### src/rtl/hazard_ctrl_if.sv
`default_nettype none
// ============================================================================
// Module      : hazard_ctrl_if
// Description : Pipeline-side signal bundle of the hazard controller.
// Revision    : 1.0
// ============================================================================
interface hazard_ctrl_if #(
    parameter int CNT_W = 32
);
    logic [4:0]       Rs1D, Rs2D, Rs1E, Rs2E, RdE, RdM, RdW;
    logic             ResultSrcE0, PCSrcE, RegWriteM, RegWriteW;
    logic             MemReqM, MemReadyM;
    logic             StallF, StallD, StallE, StallM;
    logic             FlushD, FlushE, FlushW;
    logic [1:0]       ForwardAE, ForwardBE;
    logic             mem_err;
    logic [CNT_W-1:0] stall_cnt, flush_cnt;

    // Pipeline side drives the register tags and memory handshake.
    modport master (
        output Rs1D, Rs2D, Rs1E, Rs2E, RdE, RdM, RdW,
        output ResultSrcE0, PCSrcE, RegWriteM, RegWriteW, MemReqM, MemReadyM,
        input  StallF, StallD, StallE, StallM, FlushD, FlushE, FlushW,
        input  ForwardAE, ForwardBE, mem_err, stall_cnt, flush_cnt
    );

    modport slave (
        input  Rs1D, Rs2D, Rs1E, Rs2E, RdE, RdM, RdW,
        input  ResultSrcE0, PCSrcE, RegWriteM, RegWriteW, MemReqM, MemReadyM,
        output StallF, StallD, StallE, StallM, FlushD, FlushE, FlushW,
        output ForwardAE, ForwardBE, mem_err, stall_cnt, flush_cnt
    );
endinterface
`default_nettype wire

### src/rtl/hazard_ctrl.sv
`default_nettype none
// ============================================================================
// Module      : hazard_ctrl
// Description : Stall/flush/forwarding control with memory-wait FSM and
//               saturating stall/flush performance counters.
// Revision    : 1.0
// ============================================================================
module hazard_ctrl #(
    parameter int TIMEOUT = 64,
    parameter int CNT_W   = 32
) (
    input  wire logic     clk,
    input  wire logic     rst,
    hazard_ctrl_if.slave  hz
);
    localparam int                c_WC_W    = $clog2(TIMEOUT + 1);
    localparam logic [c_WC_W-1:0] c_TIMEOUT = c_WC_W'(TIMEOUT);
    localparam logic [c_WC_W-1:0] c_WC_ONE  = c_WC_W'(1);
    localparam logic [CNT_W-1:0]  c_CNT_ONE = CNT_W'(1);
    localparam logic [CNT_W-1:0]  c_CNT_MAX = {CNT_W{1'b1}};

    localparam logic [0:0] c_IDLE = 1'b0;
    localparam logic [0:0] c_WAIT = 1'b1;

    logic [0:0]        r_state, w_state_nxt;
    logic [c_WC_W-1:0] r_wait_cnt, w_wait_cnt_nxt;
    logic [CNT_W-1:0]  r_stall_cnt, r_flush_cnt;
    logic              w_mem_stall, w_mem_err, w_lw_stall, w_flush_evt;
    logic              w_stall_f, w_stall_d, w_stall_e, w_stall_m;
    logic              w_flush_d, w_flush_e, w_flush_w;

    function automatic logic [1:0] fwd_sel(input logic [4:0] rs);
        if (hz.RegWriteM && (hz.RdM != 5'd0) && (hz.RdM == rs))
            return 2'b10;
        else if (hz.RegWriteW && (hz.RdW != 5'd0) && (hz.RdW == rs))
            return 2'b01;
        else
            return 2'b00;
    endfunction

    always_comb begin
        hz.ForwardAE = fwd_sel(hz.Rs1E);
        hz.ForwardBE = fwd_sel(hz.Rs2E);
    end

    assign w_lw_stall = hz.ResultSrcE0 && (hz.RdE != 5'd0) &&
                        ((hz.RdE == hz.Rs1D) || (hz.RdE == hz.Rs2D));

    always_ff @(posedge clk) begin
        if (rst) begin
            r_state    <= c_IDLE;
            r_wait_cnt <= '0;
        end else begin
            r_state    <= w_state_nxt;
            r_wait_cnt <= w_wait_cnt_nxt;
        end
    end

    always_comb begin
        w_state_nxt    = r_state;
        w_wait_cnt_nxt = r_wait_cnt;
        case (r_state)
            c_IDLE: begin
                if (hz.MemReqM && !hz.MemReadyM) begin
                    w_state_nxt    = c_WAIT;
                    w_wait_cnt_nxt = c_WC_ONE;
                end
            end
            c_WAIT: begin
                if (hz.MemReadyM || (r_wait_cnt == c_TIMEOUT)) begin
                    w_state_nxt    = c_IDLE;
                    w_wait_cnt_nxt = '0;
                end else begin
                    w_wait_cnt_nxt = r_wait_cnt + c_WC_ONE;
                end
            end
            default: begin
                w_state_nxt    = c_IDLE;
                w_wait_cnt_nxt = '0;
            end
        endcase
    end

    // Memory stall/timeout are gated by reset so nothing leaks while rst is held.
    always_comb begin
        w_mem_stall = 1'b0;
        w_mem_err   = 1'b0;
        if (!rst) begin
            case (r_state)
                c_IDLE: w_mem_stall = hz.MemReqM && !hz.MemReadyM;
                c_WAIT: begin
                    if (!hz.MemReadyM) begin
                        if (r_wait_cnt == c_TIMEOUT)
                            w_mem_err = 1'b1;
                        else
                            w_mem_stall = 1'b1;
                    end
                end
                default: ;
            endcase
        end
    end

    always_comb begin
        w_stall_f = 1'b0;
        w_stall_d = 1'b0;
        w_stall_e = 1'b0;
        w_stall_m = 1'b0;
        w_flush_d = 1'b0;
        w_flush_e = 1'b0;
        w_flush_w = 1'b0;
        if (rst) begin
            // all held low
        end else if (w_mem_stall) begin
            // Freeze everything upstream of MEM; a resolved branch is held in E.
            w_stall_f = 1'b1;
            w_stall_d = 1'b1;
            w_stall_e = 1'b1;
            w_stall_m = 1'b1;
            w_flush_w = 1'b1;
        end else if (hz.PCSrcE) begin
            w_flush_d = 1'b1;
            w_flush_e = 1'b1;
        end else if (w_lw_stall) begin
            w_stall_f = 1'b1;
            w_stall_d = 1'b1;
            w_flush_e = 1'b1;
        end
    end

    assign w_flush_evt = hz.PCSrcE && !w_mem_stall;

    always_ff @(posedge clk) begin
        if (rst) begin
            r_stall_cnt <= '0;
            r_flush_cnt <= '0;
        end else begin
            if (w_stall_f && (r_stall_cnt != c_CNT_MAX))
                r_stall_cnt <= r_stall_cnt + c_CNT_ONE;
            if (w_flush_evt && (r_flush_cnt != c_CNT_MAX))
                r_flush_cnt <= r_flush_cnt + c_CNT_ONE;
        end
    end

    assign hz.StallF    = w_stall_f;
    assign hz.StallD    = w_stall_d;
    assign hz.StallE    = w_stall_e;
    assign hz.StallM    = w_stall_m;
    assign hz.FlushD    = w_flush_d;
    assign hz.FlushE    = w_flush_e;
    assign hz.FlushW    = w_flush_w;
    assign hz.mem_err   = w_mem_err;
    assign hz.stall_cnt = r_stall_cnt;
    assign hz.flush_cnt = r_flush_cnt;
endmodule
`default_nettype wire

### src/flat_wrapper.sv
// flat-port wrapper written by rule: the top's interface ports become plain ports
module hazard_ctrl_flat 
#(
    parameter int TIMEOUT = 64,
    parameter int CNT_W   = 32
)
  (clk, rst, hz_Rs1D, hz_Rs2D, hz_Rs1E, hz_Rs2E, hz_RdE, hz_RdM, hz_RdW, hz_ResultSrcE0, hz_PCSrcE, hz_RegWriteM, hz_RegWriteW, hz_MemReqM, hz_MemReadyM, hz_StallF, hz_StallD, hz_StallE, hz_StallM, hz_FlushD, hz_FlushE, hz_FlushW, hz_ForwardAE, hz_ForwardBE, hz_mem_err, hz_stall_cnt, hz_flush_cnt);
  hazard_ctrl_if #(.CNT_W(CNT_W)) hz_i ();
  input  wire logic clk;
  input  wire logic rst;
  input wire logic [$bits(hz_i.Rs1D)-1:0] hz_Rs1D;
  input wire logic [$bits(hz_i.Rs2D)-1:0] hz_Rs2D;
  input wire logic [$bits(hz_i.Rs1E)-1:0] hz_Rs1E;
  input wire logic [$bits(hz_i.Rs2E)-1:0] hz_Rs2E;
  input wire logic [$bits(hz_i.RdE)-1:0] hz_RdE;
  input wire logic [$bits(hz_i.RdM)-1:0] hz_RdM;
  input wire logic [$bits(hz_i.RdW)-1:0] hz_RdW;
  input wire logic [$bits(hz_i.ResultSrcE0)-1:0] hz_ResultSrcE0;
  input wire logic [$bits(hz_i.PCSrcE)-1:0] hz_PCSrcE;
  input wire logic [$bits(hz_i.RegWriteM)-1:0] hz_RegWriteM;
  input wire logic [$bits(hz_i.RegWriteW)-1:0] hz_RegWriteW;
  input wire logic [$bits(hz_i.MemReqM)-1:0] hz_MemReqM;
  input wire logic [$bits(hz_i.MemReadyM)-1:0] hz_MemReadyM;
  output wire logic [$bits(hz_i.StallF)-1:0] hz_StallF;
  output wire logic [$bits(hz_i.StallD)-1:0] hz_StallD;
  output wire logic [$bits(hz_i.StallE)-1:0] hz_StallE;
  output wire logic [$bits(hz_i.StallM)-1:0] hz_StallM;
  output wire logic [$bits(hz_i.FlushD)-1:0] hz_FlushD;
  output wire logic [$bits(hz_i.FlushE)-1:0] hz_FlushE;
  output wire logic [$bits(hz_i.FlushW)-1:0] hz_FlushW;
  output wire logic [$bits(hz_i.ForwardAE)-1:0] hz_ForwardAE;
  output wire logic [$bits(hz_i.ForwardBE)-1:0] hz_ForwardBE;
  output wire logic [$bits(hz_i.mem_err)-1:0] hz_mem_err;
  output wire logic [$bits(hz_i.stall_cnt)-1:0] hz_stall_cnt;
  output wire logic [$bits(hz_i.flush_cnt)-1:0] hz_flush_cnt;
  assign hz_i.Rs1D = hz_Rs1D;
  assign hz_i.Rs2D = hz_Rs2D;
  assign hz_i.Rs1E = hz_Rs1E;
  assign hz_i.Rs2E = hz_Rs2E;
  assign hz_i.RdE = hz_RdE;
  assign hz_i.RdM = hz_RdM;
  assign hz_i.RdW = hz_RdW;
  assign hz_i.ResultSrcE0 = hz_ResultSrcE0;
  assign hz_i.PCSrcE = hz_PCSrcE;
  assign hz_i.RegWriteM = hz_RegWriteM;
  assign hz_i.RegWriteW = hz_RegWriteW;
  assign hz_i.MemReqM = hz_MemReqM;
  assign hz_i.MemReadyM = hz_MemReadyM;
  assign hz_StallF = hz_i.StallF;
  assign hz_StallD = hz_i.StallD;
  assign hz_StallE = hz_i.StallE;
  assign hz_StallM = hz_i.StallM;
  assign hz_FlushD = hz_i.FlushD;
  assign hz_FlushE = hz_i.FlushE;
  assign hz_FlushW = hz_i.FlushW;
  assign hz_ForwardAE = hz_i.ForwardAE;
  assign hz_ForwardBE = hz_i.ForwardBE;
  assign hz_mem_err = hz_i.mem_err;
  assign hz_stall_cnt = hz_i.stall_cnt;
  assign hz_flush_cnt = hz_i.flush_cnt;
  hazard_ctrl #(.TIMEOUT(TIMEOUT), .CNT_W(CNT_W)) u_core (.clk(clk), .rst(rst), .hz(hz_i));
endmodule
### config.mk
export PLATFORM = sky130hd
export DESIGN_NAME = hazard_ctrl_flat
export DESIGN_NICKNAME = d
export VERILOG_FILES = /design/src/rtl/hazard_ctrl_if.sv /design/src/rtl/hazard_ctrl.sv /design/src/flat_wrapper.sv
export SDC_FILE = /design/constraint.sdc
export NUM_CORES = 1
export LEC_CHECK = 0
export ABC_CLOCK_PERIOD_IN_PS = 2100
export CAP_MARGIN = 5
export CORE_UTILIZATION = 58
export DETAILED_ROUTE_END_ITERATION = 6
export DONT_BUFFER_PORTS = 1
export PLACE_DENSITY = 0.84
export SYNTH_ARGS = -nofsm -noshare
export SYNTH_HDL_FRONTEND = slang
export SYNTH_SLANG_ARGS = --single-unit
### constraint.sdc
create_clock -name clk -period 2.1 [get_ports clk]
set_clock_uncertainty 0.05 [all_clocks]
set_input_delay 0.21 -clock clk [delete_from_list [all_inputs] [get_ports clk]]
set_output_delay 0.21 -clock clk [all_outputs]
set_load 0.02 [all_outputs]
Yosys cells after proc, flatten, opt, wreduce, memory -nomap -nowiden
Cells that the tools add are included.
- output and inout port bits: 76
- flip-flop bits (word level): 72
- word-level logic and storage cells: 67
- bitwise logic cells: 1
- reductions and logical operators: 19
- eq/ne operators: 10
- add/sub/neg operators: 3
- muxes and demuxes: 30
- operators by type and width (operator ; number):
    32-bit by 1-bit adder with 32-bit output (second input constant) ; 2
    32-bit != test (second input constant) ; 2
    5-bit equality test ; 6
    1-bit 2-to-1 mux ; 23
    5-bit nonzero test ; 3
    7-bit 2-to-1 mux ; 2
    7-bit one-hot mux with 2 select lines ; 1
    1-bit logical AND ; 12
    7-bit by 1-bit adder with 7-bit output (second input constant) ; 1
    7-bit equality test (second input constant) ; 1
    2-bit 2-to-1 mux ; 2
    1-bit one-hot mux with 2 select lines ; 2
    1-bit zero test ; 2
    1-bit logical OR ; 2
    2-bit by 1-bit != test with 1-bit output (second input constant) ; 1
    1-bit inverter ; 1

Longest topological paths before layout
- word-level depth: 8
- depth in mapped cells: 10

Worst setup path after synthesis
No wires, ideal clock.
- kind: reg-to-reg
- from: reg u_core.r_wait_cnt[0]
- to: reg u_core.r_flush_cnt[18] (netlist: u_core.hz.flush_cnt[18])
- period minus slack after synthesis: 2411 ps
- arrival: 2233 ps
- stages on the path, launching flop included: 11
- setup time: 128 ps
- data required time: 1922 ps
- path slack: -311 ps
- path through: dfxtp_1 inv_1 ha_1 and3_1 a211oi_2 and3b_1 buf_2 nand3b_1 buf_2 xor2_1 nor2_1
- cells in the longest elaborated chain, start to end: 8
- ends and longest elaborated chain (what ; line ; RTL):
    from (decl) ; hazard_ctrl.sv:26 ; logic [c_WC_W-1:0] r_wait_cnt, w_wait_cnt_nxt;
    from (signal assigned) ; hazard_ctrl.sv:55 ; r_wait_cnt <= w_wait_cnt_nxt;
    7-bit equality test ; hazard_ctrl.sv:93 ; if (r_wait_cnt == c_TIMEOUT)
    1-bit 2-to-1 mux ; hazard_ctrl.sv:93 ;
    1-bit 2-to-1 mux ; hazard_ctrl.sv:92 ; if (!hz.MemReadyM) begin
    1-bit one-hot mux with 2 select lines ; hazard_ctrl.sv:89 ; case (r_state)
    1-bit 2-to-1 mux ; hazard_ctrl.sv:88 ; if (!rst) begin
    1-bit zero test ; hazard_ctrl.sv:131 ; assign w_flush_evt = hz.PCSrcE && !w_mem_stall;
    1-bit logical AND ; hazard_ctrl.sv:131 ;
    1-bit logical AND ; hazard_ctrl.sv:140 ; if (w_flush_evt && (r_flush_cnt != c_CNT_MAX))
    to (signal assigned) ; hazard_ctrl.sv:141 ; r_flush_cnt <= r_flush_cnt + c_CNT_ONE;
    to (decl) ; hazard_ctrl.sv:27 ; logic [CNT_W-1:0] r_stall_cnt, r_flush_cnt;
Every way passes these cells.
A chain may end at the register's enable or synchronous reset.

Final worst setup path
- from: reg u_core.r_wait_cnt[0]
- to: reg u_core.r_stall_cnt[6] (netlist: u_core.hz.stall_cnt[6])
- cells in the longest elaborated chain, start to end: 8
- ends and longest elaborated chain (what ; line ; RTL):
    7-bit equality test ; hazard_ctrl.sv:93 ;
    1-bit 2-to-1 mux ; hazard_ctrl.sv:93 ;
    1-bit 2-to-1 mux ; hazard_ctrl.sv:92 ;
    1-bit one-hot mux with 2 select lines ; hazard_ctrl.sv:89 ;
    1-bit 2-to-1 mux ; hazard_ctrl.sv:88 ;
    1-bit 2-to-1 mux ; hazard_ctrl.sv:114 ; end else if (w_mem_stall) begin
    1-bit 2-to-1 mux ; hazard_ctrl.sv:112 ; if (rst) begin
    1-bit logical AND ; hazard_ctrl.sv:138 ; if (w_stall_f && (r_stall_cnt != c_CNT_MAX))
    to (signal assigned) ; hazard_ctrl.sv:139 ; r_stall_cnt <= r_stall_cnt + c_CNT_ONE;
    to (decl) ; hazard_ctrl.sv:27 ;
Every way passes these cells.

==> results.tsv <==
stage	metric	value	unit
route	DRT Pass-1 Iters	5	
power_and_ir_drop	pwr dens	498	mW/mm2
timing	Tcrit/Tclk final	103	%
synthesis	ys async rst share	0	%
power_and_ir_drop	Leakage	0.00201	uW
final_layout	Synth-to-Final Area Change	32.1	%
clocking	Skew-Pair Late Insertion Delay	0.36	ns
clocking	Worst-path clk slew	0.08	ns
floorplan	core region area	0.00683	mm2
power_and_ir_drop	VDD IR max	346	uV
worst_hold_path	Worst Hold Class	in2reg	
critical_path	CP Max Fanout	22	
final_layout	final core occ	79.7	%
clocking	CTS HTree Levels	3	
final_layout	fin cells	696	
timing	Final Hold Fails	0	
critical_path	r2r setup slk	-0.05	ns
placed_design	port bufs	0	
route	DR DRC count	0	
synthesis	Post-Synthesis Cells	499	
synthesis	register bit total from synthesis	72	
global_route	All-Layer GR Usage	30.8	%
placed_design	post-DP HPWL	7830	um
floorplan	I/O pin count	119	
global_route	grt total ovfl	0	
synthesis	synthesized area	0.00412	mm2
final_layout	ratio of cells with drive above 1 in the final layout	31.3	%
critical_path	CP endpoint kind	flop	
timing	max-slew violation count	0	
final_layout	most frequent cells in the layout	99 x buf_4, 57 x dfxtp_1, 43 x nor2_1, 42 x xor2_1, 33 x nand3_1	
critical_path	R2R Path End	u_core.hz.stall_cnt[6]	
outcome	status	complete, but fails checks	
synthesis	Distinct cells, synth	56	
timing	setup ws final	-0.0548	ns
critical_path	R2R cell count	9	
clocking	clk buf depth	2	
synthesis	Syn Area/Cell	8.25	um2
timing	relative slew slack	67.6	%
job	maxcap violations	0	
timing	unrepaired setup endpoints after global routing	yes	
final_layout	# diodes	0	
critical_path	critical register-to-register path startpoint	u_core.r_wait_cnt[0]	
floorplan	DIE WIDTH	86.3	um
floorplan	area of the die	0.00744	mm2
synthesis	Synth warnings	0	
synthesis	Syn Nets	546	
worst_hold_path	min-delay src	rst	
final_layout	final net count	642	
timing	Final Critical Period	2.15	ns
route	via count	4362	
worst_hold_path	worst hold endpoint	u_core.hz.stall_cnt[14]	
route	drt wl/cell	17.1	um
global_route	vias in the first global route	4128	
critical_path	CP max stage cell	mux2_1	
timing	worst slew pin tran	0.485	ns
floorplan	Row Count	30	
synthesis	number of flops mapped to enable cells by yosys	0	
power_and_ir_drop	Design Power	2710	uW
floorplan	Initial Util	60.3	%
route	Iteration-0 DRC Markers	236	
global_route	global-route wire length before repair	18300	um
critical_path	CP arrival	2.35	ns
final_layout	most common cell after layout, fill and taps aside	buf_4	
worst_hold_path	Worst Hold Path Cells	2	
critical_path	crit-path max cell delay	0.35	ns
clocking	root buffer cell	clkbuf_8	
clocking	number of CTS-inserted buffers	9	
clocking	CTS tree	yes	
outcome	failing checks	setup timing	
floorplan	Vert. Die Dim	86.3	um
placed_design	GP Congestion	0.850	
clocking	clk sinks	72	
synthesis	post-synthesis sequential area ratio	35.0	%
route	vias per inst	6.27	
route	DRT antenna net count	0	
global_route	initial antenna violation count	0	
timing	final setup fails	5	
critical_path	crit path cell chain	inv_2 -> ha_4 -> and3_4 -> a21oi_4 -> a2bb2oi_4 -> buf_4 -> buf_12 -> nor4_1 -> mux2_1	
critical_path	Crit Path Category	reg2reg	
critical_path	crit path launch type	flop	
route	Detailed Route WL	11900	um
synthesis	ys flop type	dfxtp_1	
timing	Max Freq	464	MHz
critical_path	WP data required	2.29	ns
global_route	largest net degree at the start of global routing	66	
placed_design	Cell Count Post-Placement	661	
[cell type report]
class | count | area, um2
clock buffers | 12 | 166
clock inverters | 4 | 25.0
fillers | 460 | 1390
inverters | 12 | 45.0
multi-input cells | 388 | 2680
flip-flops and latches | 72 | 1470
well taps | 96 | 120
repair buffers | 112 | 941
[where the power goes]
part	internal, uW	leakage (uW)	switching (uW)	total (uW)
clock	533	0.000102	558	1090
combinational	110	0.00132	133	243
sequential	1370	0.000589	8.60	1380
[critical path: cells and delay by family (launching register included)]
family,cells,cell delay (ns)
multiplexers,1,0.35
flip-flops,1,0.34
AO/OA/AOI/OAI,2,0.29
adder cells (fa/ha/maj),1,0.15
buffers and inverters,3,0.37
AND/OR/NAND/NOR,2,0.50
[synth_stat cells (2+ instances only)]
library cell | n | area (um2)
a21oi_1 | 43 | 215
a311oi_1 | 2 | 17.5
and2_1 | 6 | 37.5
and3_1 | 7 | 43.8
and4_1 | 3 | 26.3
buf_2 | 5 | 25.0
buf_4 | 6 | 45.0
buf_6 | 2 | 22.5
clkbuf_1 | 11 | 41.3
clkbuf_8 | 2 | 27.5
dfxtp_1 | 72 | 1440
ha_1 | 4 | 50.1
inv_1 | 12 | 45.0
mux2_1 | 2 | 22.5
nand2_1 | 30 | 113
nand3_1 | 35 | 175
nand3b_1 | 2 | 15.0
nand4_1 | 21 | 131
nor2_1 | 44 | 165
nor2b_1 | 6 | 37.5
nor3_1 | 8 | 40.0
nor3b_1 | 4 | 30.0
nor4_1 | 7 | 43.8
nor4_4 | 2 | 42.5
o21a_1 | 2 | 15.0
o21ai_0 | 23 | 115
o311ai_1 | 2 | 17.5
o31ai_1 | 19 | 143
o41ai_1 | 2 | 17.5
or3_1 | 18 | 113
or4_1 | 25 | 188
xnor2_1 | 7 | 61.3
xor2_1 | 42 | 368
[routing by layer]
metal	global-route usage (%)	part of all wire [%]	wire length [um]	vias to the layer above
li1	-	-	-	2039
met5	0	0	0	-
met2	55.1	51	6030	204
met4	13.5	2.9	340	0
met1	34.4	38	4490	2080
met3	8.29	8.7	1040	39
[stage by stage]
stage / area (um2) / hold slack, ns / worst slack (ns) / TNS [ns]
finish: 5440 / 0.0206 / -0.0548 / -0.184
detailed placement: 4850 / 0.235 / -0.0859 / -0.414
global route: 5440 / 0.0189 / -0.167 / -1.96
global placement: 4850 / 0.233 / 0.0566 / 0
CTS: 5180 / 0.0198 / -0.0335 / -0.0670
floorplan: 4180 / 0.325 / -0.0182 / -0.0182
[registers in the layout, indices dropped and copies added (netlist names)]
| signal | flops |
|---|---|
| u_core.hz.flush_cnt | 32 |
| u_core.hz.stall_cnt | 32 |
| u_core.r_wait_cnt | 7 |
| u_core.r_state | 1 |
[logic make-up after synthesis]
family                     after synthesis  share of synthesized area, %
buffers and inverters                   39                          5.13
adders and majority gates                4                          1.22
and+or+nand+nor                        227                          31.4
muxes                                    2                         0.547
DFF                                     72                          35.0
xor gates and xnor gates                49                          10.4
AOI/OAI and AO/OA                      106                          16.3
[how the worst max path moves through the flow]
stage	from	slack, ns	endpoint	depth (start not counted)
6_report	u_core.r_wait_cnt[0]	-0.05	u_core.hz.stall_cnt[6]	9
2_1_floorplan	u_core.r_wait_cnt[1]	-0.02	u_core.hz.flush_cnt[18]	10
5_1_grt	u_core.r_wait_cnt[4]	-0.17	u_core.hz.flush_cnt[30]	8
3_5_place_dp	u_core.r_wait_cnt[1]	-0.09	u_core.hz.stall_cnt[16]	8
3_3_place_gp	u_core.r_wait_cnt[0]	0.06	u_core.hz.stall_cnt[26]	8
4_1_cts	u_core.r_wait_cnt[5]	-0.03	hz_StallF	7
[timing repair]
action / 4_1_cts / 5_1_grt
setup endpoints to repair: 23 / 35
endpoints found under the hold margin: 65 / 0
gates cloned: 1 / 1
resized for setup: 9 / 43
buffers inserted: 4 / 12
hold buffers: 2 / 0
pin swaps: 5 / 24
(Power assumes the default switching activity.)
==> patch 1: new RTL, same settings <==
`TIMEOUT` is set to 64 in 2 places; all go to 128.
--- a/src/rtl/hazard_ctrl.sv
+++ b/src/rtl/hazard_ctrl.sv
@@ -8,3 +8,3 @@
 module hazard_ctrl #(
-    parameter int TIMEOUT = 64,
+    parameter int TIMEOUT = 128,
     parameter int CNT_W   = 32
--- a/src/flat_wrapper.sv
+++ b/src/flat_wrapper.sv
@@ -3,3 +3,3 @@
 #(
-    parameter int TIMEOUT = 64,
+    parameter int TIMEOUT = 128,
     parameter int CNT_W   = 32
Formal check against the unedited RTL: no difference found for any inputs over 10 cycles, from zero or initial values and one cycle with rst high; that may be too few to reach the edited logic, so the function may still have changed.
==> patch 1 against the unedited design <==
  * The run ends with DRC, setup timing left
  * Sequential share of layout area decreased by 3.8 points
  * Wire length increased by 93%
  * Sequential cell count increased by 1
  * Worst setup slack got worse by 0.68 ns
  * Final area increased by 18%
  * Clock power increased by 17%
  * Hold slack improved by 0.049 ns
  * Synthesized area decreased by 1.7%
  * Synthesized cell count unchanged
  * Total power increased by 14%
==> patch 1: results <==
metrics = {
    "placement": {
        "dp_hpwl_mm": 8.66,
    },
    "worst_setup_path": {
        "reg2reg_depth": 11,
        "crit_arrival_ns": 3.03,
        "slowest_delay_ns": 0.49,
        "slowest_stage": "or4bb_4",
        "cp_max_fo": 7,
    },
    "yosys": {
        "synthXorXnorAreaFrac": 0.154,
        "synth.area.top_cells": "dfxtp_1 36%, xor2_1 8.4%, xnor2_1 6.9%",
        "yosysSeqAreaShare": 0.361,
        "synth_compound_area_frac": 0.0856,
    },
    "timing": {
        "worst_pin_slew_ns": 0.860,
        "setup_slack_ns": -0.731,
        "setup_violations": 80,
        "hold_ws_ns": 0.0694,
    },
    "clocking": {
        "post-cts-setup-buffers": 14,
        "cts_resized": 88,
        "clk_latency_ns": 0.38,
    },
    "status": {
        "status": "complete, but fails checks",
        "violations": "DRC, setup timing",
    },
    "hold_path": {
        "hold_end": "u_core.hz.stall_cnt[20]$_SDFFE_PP0P_",
    },
    "global_route": {
        "grt_pass1_wl_mm": 26.0,
        "antenna_found_initial": 1,
    },
    "layout": {
        "num-fill-cells": 158,
        "nNetsFinal": 696,
    },
    "routing": {
        "vias": 5825,
        "drt_iter0_drc": 960,
        "route.detailed.drc": 2,
    },
    "power": {
        "leakage_nw": 2.43,
    },
}
-- patch 1: changes by cell type after synthesis, sizes merged, moves of 4 or more --
cell   change
or4       -14
nor2      +25
and2       -4
a21oi     -20
nor4       +7
o21ai      -5
o31ai     -14
or3        -5
nor3       +4
xnor2     +25
buf        -8
nand4      +4
-- patch 1: per-stage QoR --
step / setup WS (ns) / cell area (um^2)
after CTS: -0.344 / 5820
after floorplan: -0.234 / 4160
final: -0.731 / 6440
after detailed placement: -0.252 / 5080
after global routing: -0.720 / 6440
after global placement: -0.199 / 5080
-- patch 1: layout make-up --
class,count,share of cell area
Timing Repair Buffer,157,0.216
Inverter,11,0.00719
Multi-Input combinational cell,397,0.494
Sequential cell,73,0.232
Clock inverter,6,0.0115
Clock buffer,10,0.0231
Tap cell,80,0.0155
-- patch 1: metal layers --
metal,routed length [um],track usage,part of all wire,up-vias
li1,-,-,-,2094
met4,2750,0.336,0.12,0
met2,9530,0.741,0.41,835
met5,0,0,0,-
met1,6910,0.545,0.30,2550
met3,3780,0.114,0.16,346
==> patch 2: new RTL, same flow settings <==
Without the edit above. Make the reset (`rst`) asynchronous in 2 clocked blocks.
--- a/src/rtl/hazard_ctrl.sv
+++ b/src/rtl/hazard_ctrl.sv
@@ -48,3 +48,3 @@
 
-    always_ff @(posedge clk) begin
+    always_ff @(posedge clk or posedge rst) begin
         if (rst) begin
@@ -132,3 +132,3 @@
 
-    always_ff @(posedge clk) begin
+    always_ff @(posedge clk or posedge rst) begin
         if (rst) begin
Check against the original RTL: differs if rst is asserted again (counterexample within 4 cycles, from zero or initial values and one cycle with rst high); with rst held inactive, the same outputs for 10 cycles.
==> patch 2 against the unedited design <==
  * The flow still finishes with violations (setup timing)
  * Final area shrank 1.7%
  * First-iteration DRC count shrank 35%
  * Sequential cell count unchanged
  * Worst setup slack improved by 0.033 ns
  * Synthesized area decreased by 1.9%
  * Wire length decreased by 5.8%
  * Sequential share of layout area rose by 6.7 points
  * Non-clock buffer count fell by 11
  * Count of clock-buffer cells in the layout fell by 2
  * Critical endpoint is now u_core.hz.flush_cnt[13]$_DFFE_PP0P_
  * Highest routed layer unchanged
Power is not compared: it rests on default switching activity, and its combinational part moved more than twofold at a synthesized area within 25%.
==> patch 2: results <==
metrics = {
    "status": {
        "status": "complete, but fails checks",
        "violations": "setup timing",
    },
    "timing": {
        "setup_slack_ns": -0.0218,
        "setup_violations": 1,
        "worst_pin_slew_ns": 0.998,
    },
    "yosys": {
        "synth-async-reset-ratio": 1.00,
        "syn-num-nets": 449,
        "synth_flop_cell": "dfrtp_1",
        "yosysSeqAreaShare": 0.446,
        "yosysTopAreaCellShare": 0.446,
        "synthXorXnorAreaFrac": 0.204,
        "synth_fa_ha_area_frac": 0.0124,
        "synth.area.top_cells": "dfrtp_1 45%, xnor2_1 12%, xor2_1 8.0%",
        "synth_compound_area_frac": 0.0353,
        "synth_commonest_cells": "72 x dfrtp_1, 57 x xnor2_1, 37 x nand4_1, 37 x xor2_1, 31 x nand2_1",
        "syn_inst": 402,
        "synthMuxAreaShare": 0.00279,
        "synth_cell_types": 49,
    },
    "layout": {
        "num-fill-cells": 407,
        "nNonClkBuffers": 101,
        "clock_buffer_count": 10,
        "seq_area_mm2": 0.00180,
        "multi_input_area_mm2": 0.00236,
        "drive_above_1_share": 0.333,
        "multi_input_cells": 310,
        "buf_share": 0.151,
        "seq_cells": 72,
    },
    "routing": {
        "vias": 3606,
        "viasPerCell": 6.13,
        "drt_iter0_drc": 154,
    },
    "placement": {
        "place_area_mm2": 0.00485,
        "routabilityCongestion": 0.896,
        "dp_hpwl_mm": 7.26,
    },
    "global_route": {
        "grt_max_degree": 73,
        "track_usage": 0.294,
        "grt_pass1_wl_mm": 16.7,
    },
    "worst_setup_path": {
        "timing.rr.end": "u_core.hz.flush_cnt[13]$_DFFE_PP0P_",
        "slowest_stage": "dfrtp_2",
        "reg2reg_from": "u_core.r_wait_cnt[5]$_DFFE_PP0P_",
        "cp_max_fo": 7,
        "reg2reg_depth": 9,
        "crit_arrival_ns": 2.33,
    },
    "hold_path": {
        "hold_class": "primary input to asynchronous set/reset pin",
    },
    "clocking": {
        "hold_buffers": 1,
    },
    "power": {
        "pg_clk_mw": 1.32,
    },
}
## patch 2: cell types whose count changed after synthesis, sizes merged, moves of 16 or more
| cell | delta |
|---|---|
| a21oi | -41 |
| o31ai | -17 |
| dfrtp | +72 |
| nor2 | -22 |
| nand4 | +16 |
| or4 | -20 |
| or3 | -17 |
| xnor2 | +50 |
| dfxtp | -72 |
## patch 2: through the flow
stage / util / total power [mW] / setup WS, ns / TNS [ns]
CTS: 0.763 / 3.69 / 0.00948 / 0
detailed placement: 0.717 / 2.36 / -0.0505 / -0.144
global placement: 0.717 / 2.32 / 0.0401 / 0
finish: 0.792 / 3.79 / -0.0218 / -0.0218
floorplan: - / 2.10 / -0.442 / -15.15
global route: 0.792 / 3.93 / -0.126 / -1.29
## patch 2: worst min path at each step
stage / startpoint / to / slack [ns] / depth (start not counted)
after detailed placement: hz_MemReadyM / u_core.r_wait_cnt[0]$_DFFE_PP0P_ / 0.26 / 1
final: rst / u_core.r_wait_cnt[3]$_DFFE_PP0P_ / 0.05 / 2
after global placement: hz_MemReadyM / u_core.r_wait_cnt[0]$_DFFE_PP0P_ / 0.25 / 1
after global routing: rst / u_core.r_wait_cnt[0]$_DFFE_PP0P_ / 0.13 / 2
after CTS: rst / u_core.hz.flush_cnt[8]$_DFFE_PP0P_ / 0.06 / 2
after floorplan: hz_MemReadyM / u_core.r_wait_cnt[0]$_DFFE_PP0P_ / 0.25 / 1
## patch 2: layer usage
layer | wire (um) | share of wire | vias to the layer above | GRT usage
met3 | 1110 | 0.099 | 29 | 0.103
met2 | 5690 | 0.51 | 197 | 0.514
met4 | 243 | 0.022 | 0 | 0.100
met5 | 0 | 0 | - | 0
met1 | 4170 | 0.37 | 1759 | 0.335
li1 | - | - | 1621 | -
